## src/rtl/uart_i2c_usb_wb_bridge_pkg.sv

```systemverilog
// Shared types and constants for the Wishbone to UART/I2C/USB register-bus bridge.
package uiu_bridge_pkg;

    localparam int unsigned REG_AW = 4;
    localparam int unsigned REG_DW = 32;

    localparam logic [REG_DW-1:0] UIU_ERR_DATA = 32'hDEAD_DEAD;

    typedef enum logic [1:0] {
        StIdle,
        StAccess,
        StResp
    } state_e;

endpackage

```

## src/rtl/uart_i2c_usb_wb_bridge_if.sv

```systemverilog
// Wishbone-classic slave signal bundle; signal suffixes are from the bridge's point of view.
interface uart_i2c_usb_wb_bridge_if;

    logic        wbs_cyc_i;
    logic        wbs_stb_i;
    logic        wbs_we_i;
    logic [5:0]  wbs_adr_i;
    logic [31:0] wbs_dat_i;
    logic [3:0]  wbs_sel_i;
    logic [31:0] wbs_dat_o;
    logic        wbs_ack_o;
    logic        wbs_err_o;

    modport slave (
        input  wbs_cyc_i, wbs_stb_i, wbs_we_i, wbs_adr_i, wbs_dat_i, wbs_sel_i,
        output wbs_dat_o, wbs_ack_o, wbs_err_o
    );

    modport master (
        output wbs_cyc_i, wbs_stb_i, wbs_we_i, wbs_adr_i, wbs_dat_i, wbs_sel_i,
        input  wbs_dat_o, wbs_ack_o, wbs_err_o
    );

endinterface

```

## src/rtl/uart_i2c_usb_wb_bridge_timer.sv

```systemverilog
// 8-bit bus-access watchdog: clear, count, and flag when the count reaches Limit.
module uiu_bus_timer #(
    parameter int unsigned Limit = 255
) (
    input  logic clk_i,
    input  logic rst_i,
    input  logic clear_i,
    input  logic inc_i,
    output logic expire_o
);

    logic [7:0] cnt_q, cnt_d;

    always_comb begin
        cnt_d = cnt_q;
        if (clear_i) begin
            cnt_d = 8'd0;
        end else if (inc_i) begin
            cnt_d = cnt_q + 8'd1;
        end
    end

    always_ff @(posedge clk_i) begin
        if (rst_i) begin
            cnt_q <= 8'd0;
        end else begin
            cnt_q <= cnt_d;
        end
    end

    assign expire_o = (cnt_q == 8'(Limit));

endmodule

```

## src/rtl/uart_i2c_usb_wb_bridge.sv

```systemverilog
// Wishbone-classic slave driving the shared UART/I2C/USB register bus.
// Optional bus timeout enabled by defining UIU_WB_TIMEOUT_EN.
module uart_i2c_usb_wb_bridge
    import uiu_bridge_pkg::*;
#(
    parameter int unsigned TIMEOUT_CYC = 255
) (
    input  logic                       app_clk,
    input  logic                       app_rst,
    uart_i2c_usb_wb_bridge_if.slave    wb,
    output logic                       reg_cs,
    output logic                       reg_wr,
    output logic [REG_AW-1:0]          reg_addr,
    output logic [REG_DW-1:0]          reg_wdata,
    output logic [3:0]                 reg_be,
    input  logic [REG_DW-1:0]          reg_rdata,
    input  logic                       reg_ack,
    output logic                       timeout_o
);

    state_e              state_q, state_d;
    logic                we_q, we_d;
    logic [REG_AW-1:0]   addr_q, addr_d;
    logic [REG_DW-1:0]   wdata_q, wdata_d;
    logic [3:0]          be_q, be_d;
    logic                cs_q, cs_d;
    logic [REG_DW-1:0]   rdata_q, rdata_d;
    logic                ack_q, ack_d;
    logic                err_q, err_d;
    logic                abort_q, abort_d;
    logic                expired_q, expired_d;
    logic                tout_q, tout_d;
    logic                timer_clr, timer_inc, timer_exp;
    logic [1:0]          unused_adr;

    assign unused_adr = wb.wbs_adr_i[1:0];

`ifdef UIU_WB_TIMEOUT_EN
    uiu_bus_timer #(
        .Limit (TIMEOUT_CYC)
    ) u_timer (
        .clk_i    (app_clk),
        .rst_i    (app_rst),
        .clear_i  (timer_clr),
        .inc_i    (timer_inc),
        .expire_o (timer_exp)
    );
`else
    logic unused_timer;
    assign unused_timer = timer_clr ^ timer_inc ^ (^32'(TIMEOUT_CYC));
    assign timer_exp    = 1'b0;
`endif

    always_comb begin
        state_d   = state_q;
        we_d      = we_q;
        addr_d    = addr_q;
        wdata_d   = wdata_q;
        be_d      = be_q;
        cs_d      = cs_q;
        rdata_d   = rdata_q;
        ack_d     = 1'b0;
        err_d     = 1'b0;
        abort_d   = abort_q;
        expired_d = expired_q;
        tout_d    = tout_q;
        timer_clr = 1'b0;
        timer_inc = 1'b0;
        unique case (state_q)
            StIdle: begin
                // Skip the cycle where our own ack is still visible to the master.
                if (wb.wbs_cyc_i && wb.wbs_stb_i && !ack_q && !err_q) begin
                    we_d      = wb.wbs_we_i;
                    addr_d    = wb.wbs_adr_i[5:2];
                    wdata_d   = wb.wbs_dat_i;
                    be_d      = wb.wbs_sel_i;
                    abort_d   = 1'b0;
                    expired_d = 1'b0;
                    timer_clr = 1'b1;
                    state_d   = StAccess;
                end
            end
            StAccess: begin
                if (!wb.wbs_cyc_i) begin
                    abort_d = 1'b1;
                end
                if (!cs_q) begin
                    cs_d = 1'b1;
                end else if (reg_ack) begin
                    cs_d    = 1'b0;
                    rdata_d = we_q ? '0 : reg_rdata;
                    state_d = StResp;
                end else if (timer_exp) begin
                    cs_d      = 1'b0;
                    rdata_d   = UIU_ERR_DATA;
                    expired_d = 1'b1;
                    tout_d    = 1'b1;
                    state_d   = StResp;
                end else begin
                    timer_inc = 1'b1;
                end
            end
            StResp: begin
                state_d = StIdle;
                if (wb.wbs_cyc_i && !abort_q) begin
                    err_d = expired_q;
                    ack_d = !expired_q;
                end
            end
            default: state_d = StIdle;
        endcase
    end

    always_ff @(posedge app_clk) begin
        if (app_rst) begin
            state_q   <= StIdle;
            we_q      <= 1'b0;
            addr_q    <= '0;
            wdata_q   <= '0;
            be_q      <= '0;
            cs_q      <= 1'b0;
            rdata_q   <= '0;
            ack_q     <= 1'b0;
            err_q     <= 1'b0;
            abort_q   <= 1'b0;
            expired_q <= 1'b0;
            tout_q    <= 1'b0;
        end else begin
            state_q   <= state_d;
            we_q      <= we_d;
            addr_q    <= addr_d;
            wdata_q   <= wdata_d;
            be_q      <= be_d;
            cs_q      <= cs_d;
            rdata_q   <= rdata_d;
            ack_q     <= ack_d;
            err_q     <= err_d;
            abort_q   <= abort_d;
            expired_q <= expired_d;
            tout_q    <= tout_d;
        end
    end

    assign reg_cs        = cs_q;
    assign reg_wr        = we_q;
    assign reg_addr      = addr_q;
    assign reg_wdata     = wdata_q;
    assign reg_be        = be_q;
    assign wb.wbs_dat_o  = rdata_q;
    assign wb.wbs_ack_o  = ack_q;
    assign wb.wbs_err_o  = err_q;
    assign timeout_o     = tout_q;

endmodule

```

## src/flat_wrapper.sv

```systemverilog
// flat-port wrapper written by rule: the top's interface ports become plain ports
module uart_i2c_usb_wb_bridge_flat import uiu_bridge_pkg::*;
#(
    parameter int unsigned TIMEOUT_CYC = 255
)
  (app_clk, app_rst, reg_cs, reg_wr, reg_addr, reg_wdata, reg_be, reg_rdata, reg_ack, timeout_o, wb_wbs_cyc_i, wb_wbs_stb_i, wb_wbs_we_i, wb_wbs_adr_i, wb_wbs_dat_i, wb_wbs_sel_i, wb_wbs_dat_o, wb_wbs_ack_o, wb_wbs_err_o);
  uart_i2c_usb_wb_bridge_if wb_i ();
  input  logic app_clk;
  input  logic app_rst;
  output logic reg_cs;
  output logic reg_wr;
  output logic [REG_AW-1:0] reg_addr;
  output logic [REG_DW-1:0] reg_wdata;
  output logic [3:0] reg_be;
  input  logic [REG_DW-1:0] reg_rdata;
  input  logic reg_ack;
  output logic timeout_o;
  input wire logic [$bits(wb_i.wbs_cyc_i)-1:0] wb_wbs_cyc_i;
  input wire logic [$bits(wb_i.wbs_stb_i)-1:0] wb_wbs_stb_i;
  input wire logic [$bits(wb_i.wbs_we_i)-1:0] wb_wbs_we_i;
  input wire logic [$bits(wb_i.wbs_adr_i)-1:0] wb_wbs_adr_i;
  input wire logic [$bits(wb_i.wbs_dat_i)-1:0] wb_wbs_dat_i;
  input wire logic [$bits(wb_i.wbs_sel_i)-1:0] wb_wbs_sel_i;
  output wire logic [$bits(wb_i.wbs_dat_o)-1:0] wb_wbs_dat_o;
  output wire logic [$bits(wb_i.wbs_ack_o)-1:0] wb_wbs_ack_o;
  output wire logic [$bits(wb_i.wbs_err_o)-1:0] wb_wbs_err_o;
  assign wb_i.wbs_cyc_i = wb_wbs_cyc_i;
  assign wb_i.wbs_stb_i = wb_wbs_stb_i;
  assign wb_i.wbs_we_i = wb_wbs_we_i;
  assign wb_i.wbs_adr_i = wb_wbs_adr_i;
  assign wb_i.wbs_dat_i = wb_wbs_dat_i;
  assign wb_i.wbs_sel_i = wb_wbs_sel_i;
  assign wb_wbs_dat_o = wb_i.wbs_dat_o;
  assign wb_wbs_ack_o = wb_i.wbs_ack_o;
  assign wb_wbs_err_o = wb_i.wbs_err_o;
  uart_i2c_usb_wb_bridge #(.TIMEOUT_CYC(TIMEOUT_CYC)) u_core (.app_clk(app_clk), .app_rst(app_rst), .wb(wb_i), .reg_cs(reg_cs), .reg_wr(reg_wr), .reg_addr(reg_addr), .reg_wdata(reg_wdata), .reg_be(reg_be), .reg_rdata(reg_rdata), .reg_ack(reg_ack), .timeout_o(timeout_o));
endmodule
```

## config.mk

```make
export PLATFORM = sky130hd
export DESIGN_NAME = uart_i2c_usb_wb_bridge_flat
export DESIGN_NICKNAME = d
export VERILOG_FILES = /design/src/rtl/uart_i2c_usb_wb_bridge_pkg.sv /design/src/rtl/uart_i2c_usb_wb_bridge_if.sv /design/src/rtl/uart_i2c_usb_wb_bridge_timer.sv /design/src/rtl/uart_i2c_usb_wb_bridge.sv /design/src/flat_wrapper.sv
export SDC_FILE = /design/constraint.sdc
export NUM_CORES = 1
export LEC_CHECK = 0
export ABC_AREA = 1
export BUFFER_PORTS_ARGS = -buffer_cell sky130_fd_sc_hd__buf_2
export CAP_MARGIN = 5
export CORE_UTILIZATION = 30
export DETAILED_ROUTE_END_ITERATION = 16
export HOLD_SLACK_MARGIN = 0.12
export PLACE_DENSITY = 0.55
export SYNTH_ARGS = -nofsm -noshare
export SYNTH_HDL_FRONTEND = slang
export SYNTH_HIERARCHICAL = 1
export SYNTH_SLANG_ARGS = --single-unit
```

## constraint.sdc

```tcl
create_clock -name app_clk -period 1.2 [get_ports app_clk]
set_input_delay 0 -clock app_clk [delete_from_list [all_inputs] [get_ports app_clk]]
set_output_delay 0 -clock app_clk [all_outputs]
set_load 0.05 [all_outputs]
```

* After elaboration in Yosys (flattened, before gate mapping)
Cells that the tools add are included.
** Cells by class
- Reduce and logical (&&, ||, !) cells :: 12
- Eq/ne operators :: 6
- Muxes and demuxes :: 10
- Bitwise gates (word level) :: 2
** Operator list (count)
- two-way mux 32 bit :: 1
- AND reduction 3 bit :: 3
- two-way mux 2 bit :: 3
- two-way mux 1 bit :: 4
- != test 2 x 1 -> 1 bit, second input constant :: 2
- != test 2 bit, second input constant :: 2
- one-hot mux 2 bit (2 select lines) :: 1
- logical AND 1 bit :: 3
- OR reduction 3 bit :: 1
- == test 2 x 1 -> 1 bit, second input constant :: 1
- == test 2 bit, second input constant :: 1
- zero test 1 bit :: 2
- zero test 2 bit :: 1
- NOT 1 bit :: 2
- one-hot mux 1 bit (2 select lines) :: 1
- AND reduction 2 bit :: 1
- nonzero test 2 bit :: 1
** Storage, ports and cells
- Output and inout port bits :: 77
- Register bits after elaboration :: 78
- Word-level logic and storage cells :: 39

* Logic depth before layout (Yosys ltp)
Gate-level depths: netlist of the first run.
- Word-level depth :: 4
- Gate-level depth with buffers :: 7
- Gate-level depth less buffers :: 6

* Worst setup path after synthesis of the first run
No wires, ideal clock.
- Path kind :: register to register
- From :: register u_core.cs_q, in the netlist u_core/reg_cs
- To :: register u_core.rdata_q[22], in the netlist u_core/wb.wbs_dat_o[22]
- Arrival :: 1.382 ns
- Setup slack :: -0.297 ns
- Library setup time :: 0.116 ns
- Cell stages (with the launch flop) :: 7
- Period minus slack after synthesis :: 1.497 ns
- Required time :: 1.084 ns
- Buffers on the path :: 1
- Cell sequence :: dfxtp_1 > nand2_1 > nor2_8 > nor2_4 > buf_4 > nand2_1 > o21ai_2
** On the way
- Word-level cells in the longest chain between the ends :: 1
** Ends and longest elaborated chain
- from (decl) :: RTL line uart_i2c_usb_wb_bridge.sv:26 : logic cs_q, cs_d;
- from (signal assigned) :: RTL line uart_i2c_usb_wb_bridge.sv:134 : cs_q <= cs_d;
- AND reduction 3 bit (no line)
- to (signal assigned) :: RTL line uart_i2c_usb_wb_bridge.sv:135 : rdata_q <= rdata_d;
- to (decl) :: RTL line uart_i2c_usb_wb_bridge.sv:27 : logic [REG_DW-1:0] rdata_q, rdata_d;
No other way between the ends.
A chain may end at the register's enable or synchronous reset.

* Worst setup path in the final report of the first run
- From :: register u_core.state_q[1]
- To :: register u_core.wdata_q[7], in the netlist u_core/reg_wdata[7]
** On the way
- Word-level cells in the longest chain between the ends :: 2
** Ends and longest elaborated chain
- from (decl) :: RTL line uart_i2c_usb_wb_bridge.sv:21 : state_e state_q, state_d;
- from (signal assigned) :: RTL line uart_i2c_usb_wb_bridge.sv:116 : state_q <= StIdle;
- from (signal assigned) :: RTL line uart_i2c_usb_wb_bridge.sv:129 : state_q <= state_d;
- zero test 2 bit :: RTL line uart_i2c_usb_wb_bridge.sv:69 : unique case (state_q)
- AND reduction 2 bit (no line)
- to (signal assigned) :: RTL line uart_i2c_usb_wb_bridge.sv:132 : wdata_q <= wdata_d;
- to (decl) :: RTL line uart_i2c_usb_wb_bridge.sv:24 : logic [REG_DW-1:0] wdata_q, wdata_d;
No other way between the ends.

==> qor.yml, run 1 <==
outcome: "finished with violations"
failing_checks: "setup timing"
clk_root_buffer_cell: "clkbuf_8"
area.growth.synth_to_final_pct: 76.4
synth.yosys.warnings: 6
power_density_nw_per_um2: 1170
die_y_um: 106
grt_max_degree: 42
worstPathMaxFanout: 10
die-width_um: 106
path_class_of_the_lowest_slack_min_delay_path: "register to register"
top_level_ports: 157
worst_slack_ns: -0.0183
final_setup_violations: 4
gp_congestion: 0.728
clock_pin_slew_on_the_worst_setup_and_hold_paths_ns: 0.08
vias_after_detailed_routing: 3473
grt_usage: 0.168
start_kind: "register"
initial_antenna_violation_count: 0
core_area_um2: 10400
cts_tree: "built"
grt_pass1_wl_um: 15200
skew_ns: 0.00883
hpwlAfterDp_um: 5490
fp-row-count: 37
p_leak_uw: 0.00281
min_period_over_period: 1.02
tritoncts.num_buffers: 9
clock_sink_count: 78
critical_path_arrival_ns: 1.45
clk_path_buf_depth: 2
mostFrequentLayoutCells: "buf_2 (152), nand2_1 (104), dlygate4sd3_1 (77), dfxtp_1 (73), nor2_1 (54)"
commonest_non_fill_non_tap_cell_in_the_layout: "buf_2"
timing.setup.critical_path_class: "register to register"
timing_max_transition_violations_final: 0
final_nets: 722
period_needed_ns: 1.22
setup_repair_after_global_routing_missed_its_margin: "true"
dieArea_um2: 11200
routed_via_density: 4.44
cap_violations: 0
clock_insertion_delay_at_the_later_pin_of_the_skew_report_ns: 0.34
postSynthAreaPerCell_um2: 8.28
ys_types: 24
grt_overflow: 0
ctsHtreeMaxLevel: 3
grt_pass1_vias: 3273
hold_viol: 0
sequential_fraction_of_the_synthesis_area: 0.483
post_drt_wl_per_cell_um: 13.5
netlist_instances: 390
port_buffers: 152
initial_core_util: 0.312
max-vdd-ir-drop_v: 0.000671
antennaDiodeCount: 0
postSynthRegisterBits: 78
drt_iter0_drc: 173
detail_route.drc_violations: 0
layout_cell_share_with_drive_strength_beyond_1: 0.440
postRouteAntennaNets: 0
max_freq_ghz: 0.821
design_power_total_uw: 6680
netlist_area_um2: 3230
crit_required_ns: 1.44
drt_first_pass_iters: 4
cp-end-kind: "register"
post-place-ws_ns: -0.258
totalWireLength_um: 10600
==> cell usage after synthesis <==
cell type  number  area (um^2)
a21oi_1         2         10.0
buf_1           4         15.0
buf_2           8         40.0
buf_4           5         37.5
buf_6           7         78.8
clkbuf_1        3         11.3
clkinv_2        1         5.00
conb_1          1         3.75
dfxtp_1        78         1560
inv_1           4         15.0
inv_2           2         7.51
nand2_1       110          413
nand2_2         1         6.26
nand2_4         2         22.5
nand3b_1       41          308
nor2_1         62          233
nor2_2         21          131
nor2_4          2         22.5
nor2_8          1         20.0
nor4_1          1         6.26
o21a_1          1         7.51
o21ai_0         3         15.0
o21ai_2        29          254
or2_2           1         6.26
==> timing repair <==
item | in CTS | in global routing
resized for setup | 9 | 34
buffers inserted | 3 | 7
gates cloned | 2 | 11
hold endpoints to repair | 76 | 0
hold buffers | 77 | 0
endpoints found under the setup margin | 70 | 73
pin swaps | 2 | 9
==> sequential cells by signal, indices dropped and copies added, names as in the netlist <==
register and cells:
u_core/abort_q 1, u_core/reg_addr 4, u_core/reg_be 4, u_core/reg_cs 1, u_core/reg_wdata 32, u_core/reg_wr 1, u_core/state_q 2, u_core/wb.wbs_ack_o 1
u_core/wb.wbs_dat_o 32
==> layer usage <==
| layer | track usage | up-vias | share of wire |
|---|---|---|---|
| met1 | 0.203 | 1592 | 0.42 |
| met4 | 0.0546 | 0 | 0.012 |
| li1 | - | 1743 | - |
| met3 | 0.0482 | 10 | 0.064 |
| met2 | 0.286 | 128 | 0.50 |
| met5 | 0 | - | 0 |
==> area by class of cell <==
class	count	area [um^2]
Clock buffer	12	166
Clock inverter	4	76.3
Timing Repair Buffer	266	2130
Fill cell	954	4670
Tap cell	136	170
Inverter	7	38.8
Multi-Input combinational cell	280	1550
Sequential cell	78	1570
==> power by group <==
part           leakage [uW]  internal (uW)  total [uW]  switching, uW
Sequential         0.000639           2700        2760           64.5
Combinational       0.00205            682        1590            910
Clock              0.000118           1360        2320            963
Total               0.00281           4740        6680           1940
==> worst max-delay path: stages, from the launching register on <==
cell	delay, ns
dfxtp_2	0.33
buf_6	0.11
nor2_4	0.15
buf_4	0.17
buf_8	0.15
nand3b_1	0.09
nand2_1	0.07
nor2_1	0.05
==> final timing paths <==
path,startpoint,to,slack (ns),cells after the start
max,u_core/state_q[1],u_core/reg_wdata[7],-0.02,7
min,u_core/abort_q,u_core/wb.wbs_ack_o,0.42,1
max reg2reg,u_core/state_q[1],u_core/reg_wdata[7],-0.02,7
min reg2reg,u_core/abort_q,u_core/wb.wbs_ack_o,0.42,1
==> stage by stage <==
stage | hold WS (ns) | util | setup TNS, ns | std cells | cell area (um^2)
6_report | 0.422 | 0.550 | -0.0268 | 783 | 5700
4_1_cts | 0.415 | 0.509 | 0 | 765 | 5280
3_5_place_dp | 0.254 | 0.404 | -7.93 | 667 | 4190
3_3_place_gp | 0.246 | 0.404 | -6.81 | 667 | 4190
5_1_grt | 0.436 | 0.550 | -2.25 | 783 | 5700
2_1_floorplan | 0.0687 | - | 0 | 391 | 3240
==> logic make-up (layout without fill, tap and decap cells) <==
group                  after synthesis  after routing  synth area share
AO/OA/AOI/OAI                       35             35            0.0887
buffers and inverters               34            289            0.0651
other                                1              2           0.00116
AND/OR/NAND/NOR                    242            243             0.362
flip-flops                          78             78             0.483
(Power assumes the default switching activity.)
==> run 2: changes to the inputs <==
--- a/config.mk
+++ b/config.mk
@@ -10,6 +10,7 @@
 export CAP_MARGIN = 5
 export CORE_UTILIZATION = 30
 export DETAILED_ROUTE_END_ITERATION = 16
+export GPL_TIMING_DRIVEN = 0
 export HOLD_SLACK_MARGIN = 0.12
 export PLACE_DENSITY = 0.55
 export SYNTH_ARGS = -nofsm -noshare
==> run 2 against run 1 <==
  * The run now ends clean
  * Register-to-register slack improved by 0.098 ns
  * Fmax increased by 5.0%
  * Combinational power decreased by 13%
  * Sequential share of layout area increased by 2.5 points
  * Utilization decreased by 4.6 points
  * Clock power decreased by 21%
  * Count of clock-buffer cells in the layout unchanged
  * Cell area decreased by 8.4%
  * Cell count decreased by 1.1%
  * Global-route usage decreased by 0.16 points
  * Worst setup slack improved by 0.058 ns
  * Critical path type is now input port to register
  * Highest routed layer unchanged
==> qor.yml, run 2 (synthesis results as in run 1) <==
top_level_ports: 157
cap_violations: 0
grt_pass1_vias: 3283
tritoncts.num_buffers: 9
post_drt_wl_per_cell_um: 11.9
timing.setup.critical_path_class: "input port to register"
cp-startpoint: "wb_wbs_stb_i"
grt_pass1_wl_um: 14900
power.combinational.fraction: 0.232
layout_cell_share_with_drive_strength_beyond_1: 0.409
clk_root_buffer_cell: "clkbuf_8"
setup_repair_after_global_routing_missed_its_margin: "true"
crit_chain: "dlygate4sd3_1 > buf_2 > nand2_1 > nor2_4 > buf_2 > nand3b_1 > nand2_1 > nor2_1"
area.growth.synth_to_final_pct: 61.7
r2r.worst_path.cells: 7
final_setup_violations: 0
initial_antenna_violation_count: 0
clock_pin_slew_on_the_worst_setup_and_hold_paths_ns: 0.08
power_frac_clock: 0.308
ff2ff_setup_slack_ns: 0.08
r2r_start: "u_core/state_q[1]"
final-instance-count-excl-fill: 774
fp-row-count: 37
die-width_um: 106
critical_path_arrival_ns: 1.40
postPlaceCellArea_um2: 4170
path_class_of_the_lowest_slack_min_delay_path: "input port to register"
cp-end-kind: "register"
drt_first_pass_iters: 5
timing_max_transition_violations_final: 0
outcome: "finished clean"
postRouteAntennaNets: 0
gp_congestion: 0.789
dieArea_um2: 11200
power.switching_fraction: 0.303
ctsHtreeMaxLevel: 3
core_area_um2: 10400
antennaDiodeCount: 0
port_buffers: 152
routed_via_density: 4.29
endpoint: "u_core/reg_wdata[29]"
clk_path_buf_depth: 2
final_nets: 714
grt_max_degree: 13
p_leak_uw: 0.00260
max_stage_delay_ns: 0.52
placed_cells: 679
clock_insertion_delay_at_the_later_pin_of_the_skew_report_ns: 0.33
mostFrequentLayoutCells: "buf_2 (153), nand2_1 (109), dlygate4sd3_1 (77), dfxtp_1 (73), nor2_1 (62)"
period_needed_ns: 1.16
max-vdd-ir-drop_v: 0.000526
totalWireLength_um: 9170
crit_required_ns: 1.44
grt_overflow: 0
max_freq_ghz: 0.862
skew_ns: 0.00745
detail_route.drc_violations: 0
post-route-cell-area_um2: 5220
r2r_end: "u_core/wb.wbs_dat_o[20]"
min_from: "wb_wbs_cyc_i"
clock_sink_count: 78
internal-power_uw: 4170
start_kind: "input port"
drt_iter0_drc: 240
commonest_non_fill_non_tap_cell_in_the_layout: "buf_2"
hpwlAfterDp_um: 6010
hold_viol: 0
initial_core_util: 0.312
cpMaxStageDelayCell: "dlygate4sd3_1"
min_period_over_period: 0.967
worstPathMaxFanout: 10
vias_after_detailed_routing: 3318
cts_tree: "built"
grt_usage: 0.167
power_density_nw_per_um2: 1150
final_core_utilization: 0.504
die_y_um: 106
switching_power_uw: 1820
share_seq_of_total_power: 0.461
[run 2: routing by layer]
metal / track usage / part of all wire / vias up
met2: 0.287 / 0.46 / 130
met1: 0.193 / 0.44 / 1460
met4: 0.0635 / 0.014 / 0
li1: - / - / 1716
met5: 0 / 0 / -
met3: 0.0507 / 0.079 / 12
[run 2: worst max-delay path: cells and delay by family]
kind          cells  cell delay, ns
simple gates      5            0.52
buf+inv           3            0.88
[run 2: worst min-delay path by stage]
stage	end	slack, ns	cells after the start
after global placement	u_core/wb.wbs_dat_o[23]	0.25	3
final	u_core/abort_q	0.15	3
after global routing	u_core/abort_q	0.13	3
after floorplan	u_core/wb.wbs_ack_o	0.07	1
after CTS	u_core/wb.wbs_dat_o[19]	0.41	4
after detailed placement	u_core/wb.wbs_dat_o[20]	0.25	3
[run 2: cell type report]
cell class              count  area [um^2]
multi-input cells         279         1480
repair buffers            232         1570
fillers                  1014         5150
well taps                 136          170
inverters                   7         31.3
flip-flops and latches     78         1570
plain buffers              27          226
clock inverters             3         17.5
clock buffers              12          166
[run 2: power groups by stage]
stage | Sequential, uW | Combinational [uW] | Clock (uW)
final | 2760 | 1390 | 1840
after detailed placement | 2820 | 1150 | 0
after CTS | 2760 | 1350 | 1930
after floorplan | 3200 | 449 | 0
after global placement | 2820 | 1140 | 0
after global routing | 2780 | 1500 | 2060
[run 2: what timing repair did]
item	CTS	global route
endpoints found under the setup margin	45	72
pin swaps	0	3
hold endpoints to repair	76	1
gates resized for setup	2	30
setup buffers	0	3
hold buffers	77	1
[run 2: per-stage QoR]
stage	setup slack [ns]	hold slack (ns)	setup TNS (ns)	power [uW]
after global routing	-0.00837	0.133	-0.00837	6330
after CTS	0.00482	0.413	0	6040
after detailed placement	-0.0427	0.252	-0.515	3970
after global placement	-0.0367	0.247	-0.336	3950
after floorplan	0.0157	0.0687	0	3650
final	0.0392	0.146	0	5990
